===== config.mk =====
export PLATFORM = sky130hd
export DESIGN_NAME = umireg_host
export DESIGN_NICKNAME = d
export VERILOG_FILES = /design/src/rtl/umireg_host.sv
export SDC_FILE = /design/constraint.sdc
export NUM_CORES = 1
export LEC_CHECK = 0
export CAP_MARGIN = 20
export CORE_AREA = 3 3 230 232
export CTS_BUF_LIST = sky130_fd_sc_hd__clkbuf_8
export CTS_CLUSTER_SIZE = 8
export DETAILED_ROUTE_END_ITERATION = 12
export DIE_AREA = 0 0 233 235
export PLACE_DENSITY = 0.52
export SLEW_MARGIN = 20
export SYNTH_ARGS = -nofsm -noshare
export SYNTH_HDL_FRONTEND = slang
export SYNTH_SLANG_ARGS = --single-unit

===== constraint.sdc =====
create_clock -name clk_i -period 3.4 [get_ports clk_i]
set_clock_uncertainty 0.2 [all_clocks]
set_input_delay 0.51 -clock clk_i [delete_from_list [all_inputs] [get_ports clk_i]]
set_output_delay 0.51 -clock clk_i [all_outputs]
set_load 0.03 [all_outputs]

===== src/rtl/umireg_host.sv =====
`default_nettype none
// ============================================================================
//  Module      : umireg_host
//  Description : Host-side request sequencer for a UMI register device.
//                Takes one register command at a time from a local
//                controller, issues it as a single-beat UMI read, write or
//                posted write, waits for the matching response (bounded by
//                a timeout) and reports data / error code / timeout back.
//
//  Ports
//    clk_i, reset_i          clock, synchronous active-high reset
//    host_valid_i/ready_o    command handshake from the local controller
//    host_write_i            1 = write, 0 = read
//    host_posted_i           with host_write_i: posted write, no response
//    host_addr_i/wdata_i     register address / write data
//    host_done_o             one-cycle completion pulse
//    host_rdata_o            read data (held until the next completion)
//    host_err_o              response cmd[26:25] (held until next completion)
//    host_timeout_o          completion was a timeout (cleared on accept)
//    udev_req_*              UMI request channel towards the device
//    udev_resp_*             UMI response channel from the device
//
//  Revision    : 1.0  initial release
// ============================================================================
module umireg_host #(
    parameter int            RW       = 32,
    parameter int            CW       = 32,
    parameter int            AW       = 64,
    parameter int            DW       = 64,
    parameter logic [AW-1:0] HOSTADDR = '0,
    parameter logic [4:0]    HOSTID   = 5'd0,
    parameter int            TOW      = 16,
    parameter int            TIMEOUT  = 1000
) (
    input  logic          clk_i,
    input  logic          reset_i,

    // local controller command port
    input  logic          host_valid_i,
    input  logic          host_write_i,
    input  logic          host_posted_i,
    input  logic [AW-1:0] host_addr_i,
    input  logic [RW-1:0] host_wdata_i,
    output logic          host_ready_o,
    output logic          host_done_o,
    output logic [RW-1:0] host_rdata_o,
    output logic [1:0]    host_err_o,
    output logic          host_timeout_o,

    // UMI request channel
    output logic          udev_req_valid_o,
    output logic [CW-1:0] udev_req_cmd_o,
    output logic [AW-1:0] udev_req_dstaddr_o,
    output logic [AW-1:0] udev_req_srcaddr_o,
    output logic [DW-1:0] udev_req_data_o,
    input  logic          udev_req_ready_i,

    // UMI response channel
    input  logic          udev_resp_valid_i,
    input  logic [CW-1:0] udev_resp_cmd_i,
    input  logic [AW-1:0] udev_resp_dstaddr_i,
    input  logic [AW-1:0] udev_resp_srcaddr_i,
    input  logic [DW-1:0] udev_resp_data_i,
    output logic          udev_resp_ready_o
);

    // ------------------------------------------------------------------------
    // Constants
    // ------------------------------------------------------------------------
    localparam logic [1:0] c_ST_IDLE = 2'd0;
    localparam logic [1:0] c_ST_REQ  = 2'd1;
    localparam logic [1:0] c_ST_WAIT = 2'd2;
    localparam logic [1:0] c_ST_DONE = 2'd3;

    localparam logic [4:0] c_OP_READ       = 5'h01;
    localparam logic [4:0] c_OP_RESP_READ  = 5'h02;
    localparam logic [4:0] c_OP_WRITE      = 5'h03;
    localparam logic [4:0] c_OP_RESP_WRITE = 5'h04;
    localparam logic [4:0] c_OP_POSTED     = 5'h05;

    // UMI size field: log2 of the transfer size in bytes
    localparam logic [2:0] c_SIZE = 3'($clog2(RW / 8));

    // The counter starts at 0 on the first WAIT cycle and the transaction is
    // abandoned in the cycle where its next value would reach TIMEOUT-1, so
    // host_done (timeout) appears TIMEOUT cycles after the request handshake.
    // One extra bit keeps the increment/compare free of wrap-around.
    localparam logic [TOW:0] c_TO_LAST = (TOW + 1)'(TIMEOUT - 1);

    // ------------------------------------------------------------------------
    // State
    // ------------------------------------------------------------------------
    logic [1:0]    state_q,     state_d;
    logic          req_valid_q, req_valid_d;
    logic [CW-1:0] cmd_q,       cmd_d;
    logic [AW-1:0] dstaddr_q,   dstaddr_d;
    logic [AW-1:0] srcaddr_q,   srcaddr_d;
    logic [DW-1:0] data_q,      data_d;
    logic          write_q,     write_d;
    logic          posted_q,    posted_d;
    logic [TOW-1:0] cnt_q,      cnt_d;
    logic [RW-1:0] rdata_q,     rdata_d;
    logic [1:0]    err_q,       err_d;
    logic          timeout_q,   timeout_d;

    logic          w_req_hs;
    logic [4:0]    w_exp_op;
    logic          w_resp_match;
    logic [TOW:0]  w_cnt_inc;
    logic          w_expire;

    // ------------------------------------------------------------------------
    // Combinational helpers
    // ------------------------------------------------------------------------
    assign w_req_hs  = req_valid_q & udev_req_ready_i;
    assign w_exp_op  = write_q ? c_OP_RESP_WRITE : c_OP_RESP_READ;

    // A response only counts if it is the expected kind and addressed to us;
    // anything else is accepted (ready is always high) and silently dropped.
    assign w_resp_match = udev_resp_valid_i
                        & (udev_resp_cmd_i[4:0] == w_exp_op)
                        & (udev_resp_dstaddr_i == HOSTADDR);

    assign w_cnt_inc = {1'b0, cnt_q} + {{TOW{1'b0}}, 1'b1};
    assign w_expire  = (w_cnt_inc >= c_TO_LAST);

    // ------------------------------------------------------------------------
    // Next-state logic
    // ------------------------------------------------------------------------
    always_comb begin
        state_d     = state_q;
        req_valid_d = req_valid_q;
        cmd_d       = cmd_q;
        dstaddr_d   = dstaddr_q;
        srcaddr_d   = srcaddr_q;
        data_d      = data_q;
        write_d     = write_q;
        posted_d    = posted_q;
        cnt_d       = cnt_q;
        rdata_d     = rdata_q;
        err_d       = err_q;
        timeout_d   = timeout_q;

        case (state_q)
            c_ST_IDLE: begin
                if (host_valid_i) begin
                    state_d     = c_ST_REQ;
                    req_valid_d = 1'b1;

                    cmd_d        = '0;
                    cmd_d[4:0]   = host_write_i
                                 ? (host_posted_i ? c_OP_POSTED : c_OP_WRITE)
                                 : c_OP_READ;
                    cmd_d[7:5]   = c_SIZE;
                    cmd_d[22]    = 1'b1;          // single beat: end of message
                    cmd_d[31:27] = HOSTID;

                    dstaddr_d        = host_addr_i;
                    srcaddr_d        = HOSTADDR;
                    data_d           = '0;
                    data_d[RW-1:0]   = host_wdata_i;

                    write_d   = host_write_i;
                    posted_d  = host_write_i & host_posted_i;
                    timeout_d = 1'b0;
                end
            end

            c_ST_REQ: begin
                // Request fields stay frozen until the device takes them;
                // there is deliberately no timeout on the request side.
                if (w_req_hs) begin
                    req_valid_d = 1'b0;
                    if (posted_q) begin
                        state_d = c_ST_DONE;
                        err_d   = 2'b00;
                    end else begin
                        cnt_d   = '0;
                        state_d = c_ST_WAIT;
                    end
                end
            end

            c_ST_WAIT: begin
                // A match on the expiry cycle still completes normally.
                if (w_resp_match) begin
                    err_d = udev_resp_cmd_i[26:25];
                    if (!write_q) begin
                        rdata_d = udev_resp_data_i[RW-1:0];
                    end
                    state_d = c_ST_DONE;
                end else if (w_expire) begin
                    timeout_d = 1'b1;
                    err_d     = 2'b00;
                    state_d   = c_ST_DONE;
                end else begin
                    cnt_d = w_cnt_inc[TOW-1:0];
                end
            end

            c_ST_DONE: begin
                state_d = c_ST_IDLE;
            end

            default: begin
                state_d = c_ST_IDLE;
            end
        endcase
    end

    // ------------------------------------------------------------------------
    // Registers
    // ------------------------------------------------------------------------
    always_ff @(posedge clk_i) begin
        if (reset_i) begin
            state_q     <= c_ST_IDLE;
            req_valid_q <= 1'b0;
            cmd_q       <= '0;
            dstaddr_q   <= '0;
            srcaddr_q   <= '0;
            data_q      <= '0;
            write_q     <= 1'b0;
            posted_q    <= 1'b0;
            cnt_q       <= '0;
            rdata_q     <= '0;
            err_q       <= 2'b00;
            timeout_q   <= 1'b0;
        end else begin
            state_q     <= state_d;
            req_valid_q <= req_valid_d;
            cmd_q       <= cmd_d;
            dstaddr_q   <= dstaddr_d;
            srcaddr_q   <= srcaddr_d;
            data_q      <= data_d;
            write_q     <= write_d;
            posted_q    <= posted_d;
            cnt_q       <= cnt_d;
            rdata_q     <= rdata_d;
            err_q       <= err_d;
            timeout_q   <= timeout_d;
        end
    end

    // ------------------------------------------------------------------------
    // Outputs
    // ------------------------------------------------------------------------
    assign host_ready_o   = (state_q == c_ST_IDLE);
    assign host_done_o    = (state_q == c_ST_DONE);
    assign host_rdata_o   = rdata_q;
    assign host_err_o     = err_q;
    assign host_timeout_o = timeout_q;

    assign udev_req_valid_o   = req_valid_q;
    assign udev_req_cmd_o     = cmd_q;
    assign udev_req_dstaddr_o = dstaddr_q;
    assign udev_req_srcaddr_o = srcaddr_q;
    assign udev_req_data_o    = data_q;

    // Responses are always drained: outside WAIT (e.g. a reply arriving after
    // a timeout) they are simply discarded so the device never stalls.
    assign udev_resp_ready_o = 1'b1;

    // Response fields that carry no information for this host.
    logic w_unused;
    assign w_unused = ^{udev_resp_srcaddr_i, udev_resp_cmd_i, udev_resp_data_i};

endmodule
`default_nettype wire

==> out/metrics.yaml, run 1 <==
tns_ps: 0
drive_gt1_share_pct: 5.624
die-area_mm2: 0.05476
drv_cap: 0
required_ps: 3660
start_util_pct: 13.96
avgSynthCellArea_um2: 8.196
ys_seq_elements: 154
yosys_most_used_dff: "dfxtp_1"
yosys_warnings: 0
placed_cells: 1857
vdd_drop_max_v: 0.0003572
cellLeakagePower_nw: 4.037
die_width_um: 233
layout_min_cycle_time_ps: 2897
reg2reg_to: "host_err_o[0]"
path_max_fanout: 12
fillCellCount: 5662
synth_cell_types: 59
routed_wl_mm: 25.33
synth-edff-count: 0
crit_type: "reg2reg"
cts_tree: "yes"
antenna_found_initial: 0
ys_seq_area_share_pct: 43.14
insertedDiodeCount: 0
timing.final.crit_share_pct: 85.20
ant_nets: 0
cts_buffer_depth: 2
min_path_cells: 2
total_power_mw: 6.105
fin_area_mm2: 0.01133
yosys-top-cells-count: "210 x nand2_1, 154 x dfxtp_1, 127 x buf_4"
area_growth_pct: 58.53
fp.dieH_um: 235
timing.rr.start: "cnt_q[0]"
vias: 6702
insertion_delay_ps: 540
hp-class: "in2reg"
drt-initial-drc-count: 217
placed_cell_area_mm2: 0.01091
grt_pass1_vias: 6497
htree_levels: 4
slew_viol_final: 0
grt_start_max_net_pins: 91
yosys-top-cells-area: "dfxtp_1 43%, buf_4 13%, nand2_1 11%"
netlist_area_mm2: 0.007147
rsz0062_at_grt: "no"
netlist_instances: 872
numClockSinks: 154
dp_slack_ps: 205.5
worstSetupStartpointType: "flop"
num_rows: 83
first_pass_iters: 4
rrSetupSlack_ps: 500
port_buffers: 344
end_kind: "flop"
finalNetCount: 1529
synthArstFlopShare_pct: 0
synth.most_common_cell: "nand2_1"
yosysTopAreaCellShare_pct: 43.14
grt_usage_pct: 9.060
fmax_mhz: 345.2
hold_viol: 0
overflow: 0
cts.repair.resized: 0
cts-root-buf: "clkbuf_8"
viasPerCell: 3.548
hpwl_mm: 18.93
finalSetupViolCount: 0
routedWlPerCell_um: 13.41
min_to: "udev_req_dstaddr_o[7]"
yosysTopAreaCell: "dfxtp_1"
drc: 0
reg2reg_depth: 9
grt_pass1_wl_mm: 37.62
path_clk_slew_ps: 100
arrival_ps: 3150
gp_congestion: 0.7749
cts_setup_buffers: 0
worstHoldStart: "reset_i"
ios: 590
setup_ws_ps: 503.2
core_mm2: 0.05120
p_per_area_mw_per_mm2: 538.9
final_cells: 1889
numCtsBuffers: 17
holdBufCountCts: 0
status: "finished, final reports clean"
## worst max-delay path, stage by stage (launching register included)
cell	delay (ps)
dfxtp_1	550
inv_1	110
ha_1	350
o21bai_1	140
a211oi_1	90
o31ai_1	420
nand4_4	230
and3_4	300
a22oi_4	240
mux2i_1	210
## through the flow
step / hold WS (ps) / util (%)
finish: 192.6 / 22.13
global route: 151.3 / 22.13
CTS: 107.3 / 22.13
detailed placement: 246.1 / 21.31
global placement: 242.2 / 21.31
floorplan: 257.1 / -
## final cells by class
| class | instances | area, um^2 | share of cell area [%] |
|---|---|---|---|
| timing repair buffer | 359 | 3603 | 31.81 |
| sequential | 154 | 3083 | 27.21 |
| clock inverter | 15 | 186.4 | 1.646 |
| multi-input combinational | 657 | 3346 | 29.53 |
| inverter | 7 | 26.28 | 0.2319 |
| tap | 680 | 850.8 | 7.510 |
| clock buffer | 17 | 234.0 | 2.065 |
## sequential cells by signal, indices dropped and copies added, names as in the netlist
register / cells
cnt_q: 16
host_err_o: 2
host_rdata_o: 32
host_timeout_o: 1
state_q: 2
udev_req_cmd_o: 3
udev_req_data_o: 32
udev_req_dstaddr_o: 64
udev_req_valid_o: 1
write_q: 1
## placed cells by master (no fill, tap or decap), drive strengths merged, types with 7 or more instances in the layout
master,n
clkbuf,17
clkdlybuf4s50,343
nand3,11
o21ai,11
nor4,19
inv,11
nor2,47
clkinv,7
mux2i,36
nand4,10
nor3b,7
a21oi,111
conb,124
nand2b,11
nand2,210
nor3,8
buf,16
dfxtp,154
## metal layers
layer	global-route usage (%)	part of all wire, %	vias up
met3	4.268	9.7	19
met2	14.58	48	266
met1	10.36	41	3103
li1	-	-	3314
met4	3.527	1.7	0
met5	0	0	-
## power by group
group | total, mW | switching [mW] | internal, mW
sequential | 2.17 | 0.135 | 2.04
combinational | 2.39 | 1.50 | 0.891
clock | 1.54 | 0.859 | 0.680
total | 6.11 | 2.50 | 3.61
## cells by family (layout without fill, tap and decap cells)
family                     Yosys count  after routing  synth area share [%]
xor gates and xnor gates             1              1                0.1226
and+or+nand+nor                    340            340                 21.67
other                                2            124                0.1051
adders and majority gates            6              6                 1.050
muxes                               36             36                 5.042
buffers and inverters              183            398                 16.68
DFF                                154            154                 43.14
AOI/OAI and AO/OA                  150            150                 12.18
## worst max-delay path by stage
stage                            start             to  slack (ps)  cells after the start
2_1_floorplan                 cnt_q[1]     state_q[0]         840                     11
3_3_place_gp    udev_resp_dstaddr_i[8]  host_err_o[0]         260                      9
3_5_place_dp   udev_resp_dstaddr_i[13]  host_err_o[0]         210                      9
4_1_cts                     state_q[0]   host_ready_o         400                      3
5_1_grt                       cnt_q[0]     state_q[0]         300                      9
6_report                      cnt_q[0]  host_err_o[0]         500                      9
(Power assumes the default switching activity.)
==> run 2: changes to the inputs <==
Settings changed: CELL_PAD_IN_SITES_DETAIL_PLACEMENT set to 0, CELL_PAD_IN_SITES_GLOBAL_PLACEMENT set to 1, CORE_AREA 3 3 230 232 to 3 3 226 228, DIE_AREA 0 0 233 235 to 0 0 229 231, PLACE_DENSITY 0.52 to 0.57.
==> out/metrics.yaml, run 2 (synthesis results as in run 1) <==
p_per_area_mw_per_mm2: 536.5
layout_commonest_cell: "clkdlybuf4s50_1"
total_power_mw: 6.065
grt_pass1_vias: 6424
drv_cap: 0
wl_met1_mm: 10.54
end_kind: "flop"
arrival_ps: 3210
status: "finished, final reports clean"
layout_min_cycle_time_ps: 2966
rrSetupSlack_ps: 430
cts-root-buf: "clkbuf_8"
area_growth_pct: 58.19
path_clk_slew_ps: 100
vias: 6569
die_width_um: 229
antenna_found_initial: 1
path_buf_inv: 1
port_buffers: 344
ant_nets: 0
numClockSinks: 154
reg2reg_depth: 9
timing.rr.start: "cnt_q[0]"
insertedDiodeCount: 0
p_comb_share_pct: 39.6
insertion_delay_ps: 530
start_util_pct: 14.57
cts_setup_buffers: 0
grt_pass1_wl_mm: 38.58
largest_reg_flops: 64
drc: 0
wl_met3_mm: 2.152
vdd_drop_max_v: 0.0002712
holdBufCountCts: 0
drive_gt1_share_pct: 5.702
required_ps: 3640
hp-class: "reg2reg"
viasPerCell: 3.505
tns_ps: 0
hpwl_mm: 19.32
worstSetupStartpointType: "flop"
p_seq_share_pct: 35.9
first_pass_iters: 4
startpoint: "cnt_q[0]"
wl_met2_mm: 12.90
worst_path_max_delay_cell: "dfxtp_1"
multi_input_area_mm2: 0.003346
ios: 590
fp.dieH_um: 231
crit_end: "state_q[0]"
routedWlPerCell_um: 13.89
crit_type: "reg2reg"
fmax_mhz: 337.2
cts_tree: "yes"
grt_usage_pct: 9.559
relSlewSlack_pct: 47.49
num_rows: 81
reg2reg_to: "state_q[0]"
htree_levels: 4
highest_layer: "met5"
rsz0062_at_grt: "no"
fillCellCount: 5468
overflow: 0
p_switching_mw: 2.468
die-area_mm2: 0.05290
gp_congestion: 0.7358
final_cell_mix: "343 x clkdlybuf4s50_1, 209 x nand2_1, 154 x dfxtp_1"
slew_viol_final: 0
cts_buffer_depth: 2
cp.depth: 9
p_clk_share_pct: 24.5
crit_family: "compound AO/OA/AOI/OAI gates"
finalNetCount: 1530
routed_wl_mm: 26.04
hold_viol: 0
cpPeakStageDelay_ps: 580
tightest_slew_ps: 787.7
cts.repair.resized: 0
core_mm2: 0.04905
timing.final.crit_share_pct: 87.22
ff_latch_area_mm2: 0.003083
cellLeakagePower_nw: 4.041
drt-initial-drc-count: 159
grt_start_max_net_pins: 65
cellInternalPower_mw: 3.597
swShare_pct: 40.70
crit_chain: "inv_1 > ha_1 > o21bai_1 > a211oi_1 > o31ai_1 > nand4_4 > nand3_1 > o211ai_2 > a221oi_2"
numCtsBuffers: 17
finalSetupViolCount: 0
path_max_fanout: 11
run 2: final cells by class:
| cell class | instances | share of cell area [%] |
|---|---|---|
| Clock inverter | 15 | 1.439 |
| Tap cell | 664 | 7.348 |
| Sequential cell | 154 | 27.27 |
| Inverter | 7 | 0.2324 |
| Clock buffer | 17 | 2.070 |
| Multi-Input combinational cell | 657 | 29.59 |
| Timing Repair Buffer | 360 | 32.05 |
run 2: how the worst min path moves through the flow:
stage                      startpoint                      to  slack [ps]  depth (start not counted)
2_1_floorplan               cnt_q[15]               cnt_q[15]         260                          1
3_3_place_gp   udev_req_dstaddr_o[46]  udev_req_dstaddr_o[46]         240                          2
3_5_place_dp   udev_req_dstaddr_o[51]  udev_req_dstaddr_o[51]         250                          2
4_1_cts               host_wdata_i[6]      udev_req_data_o[6]         210                          3
5_1_grt               host_addr_i[32]  udev_req_dstaddr_o[32]         250                          3
6_report       udev_req_dstaddr_o[62]  udev_req_dstaddr_o[62]         260                          2
run 2: power groups by stage:
stage | registers (mW) | logic [mW] | clock network (mW)
2_1_floorplan | 2.63 | 1.06 | 0
3_3_place_gp | 2.20 | 2.45 | 0
3_5_place_dp | 2.22 | 2.45 | 0
4_1_cts | 2.18 | 2.46 | 1.62
5_1_grt | 2.21 | 2.61 | 1.66
6_report | 2.17 | 2.40 | 1.49
run 2: metal layers:
layer  up-vias  GRT usage (%)
li1       3309              -
met1      3030          10.81
met2       204          15.71
met3        24          4.331
met4         2          3.824
met5         -              0
run 2: worst reg2reg max path, stage by stage (launching register included):
cell and delay [ps]:
dfxtp_1 580, inv_1 120, ha_1 340, o21bai_1 140, a211oi_1 90, o31ai_1 440
nand4_4 230, nand3_1 320, o211ai_2 150, a221oi_2 270
run 2: metrics by stage:
| stage | cells | hold WS, ps | utilization (%) | setup slack, ps | instance area [um^2] |
|---|---|---|---|---|---|
| after global routing | 1874 | 250.3 | 23.05 | 161.8 | 11310 |
| after global placement | 1842 | 241.9 | 22.24 | 264.5 | 10910 |
| after floorplan | 994 | 257.1 | - | 838.2 | 7605 |
| after detailed placement | 1842 | 246.9 | 22.24 | 272.9 | 10910 |
| final | 1874 | 258.2 | 23.05 | 434.5 | 11310 |
| after CTS | 1874 | 207.9 | 23.05 | 393.4 | 11310 |
==> run 3: changes to the inputs <==
Settings changed: SKIP_LAST_GASP set to 1.
==> results of run 3 <==
Same layout as run 2: the final DEF is identical, and so are final timing and power.
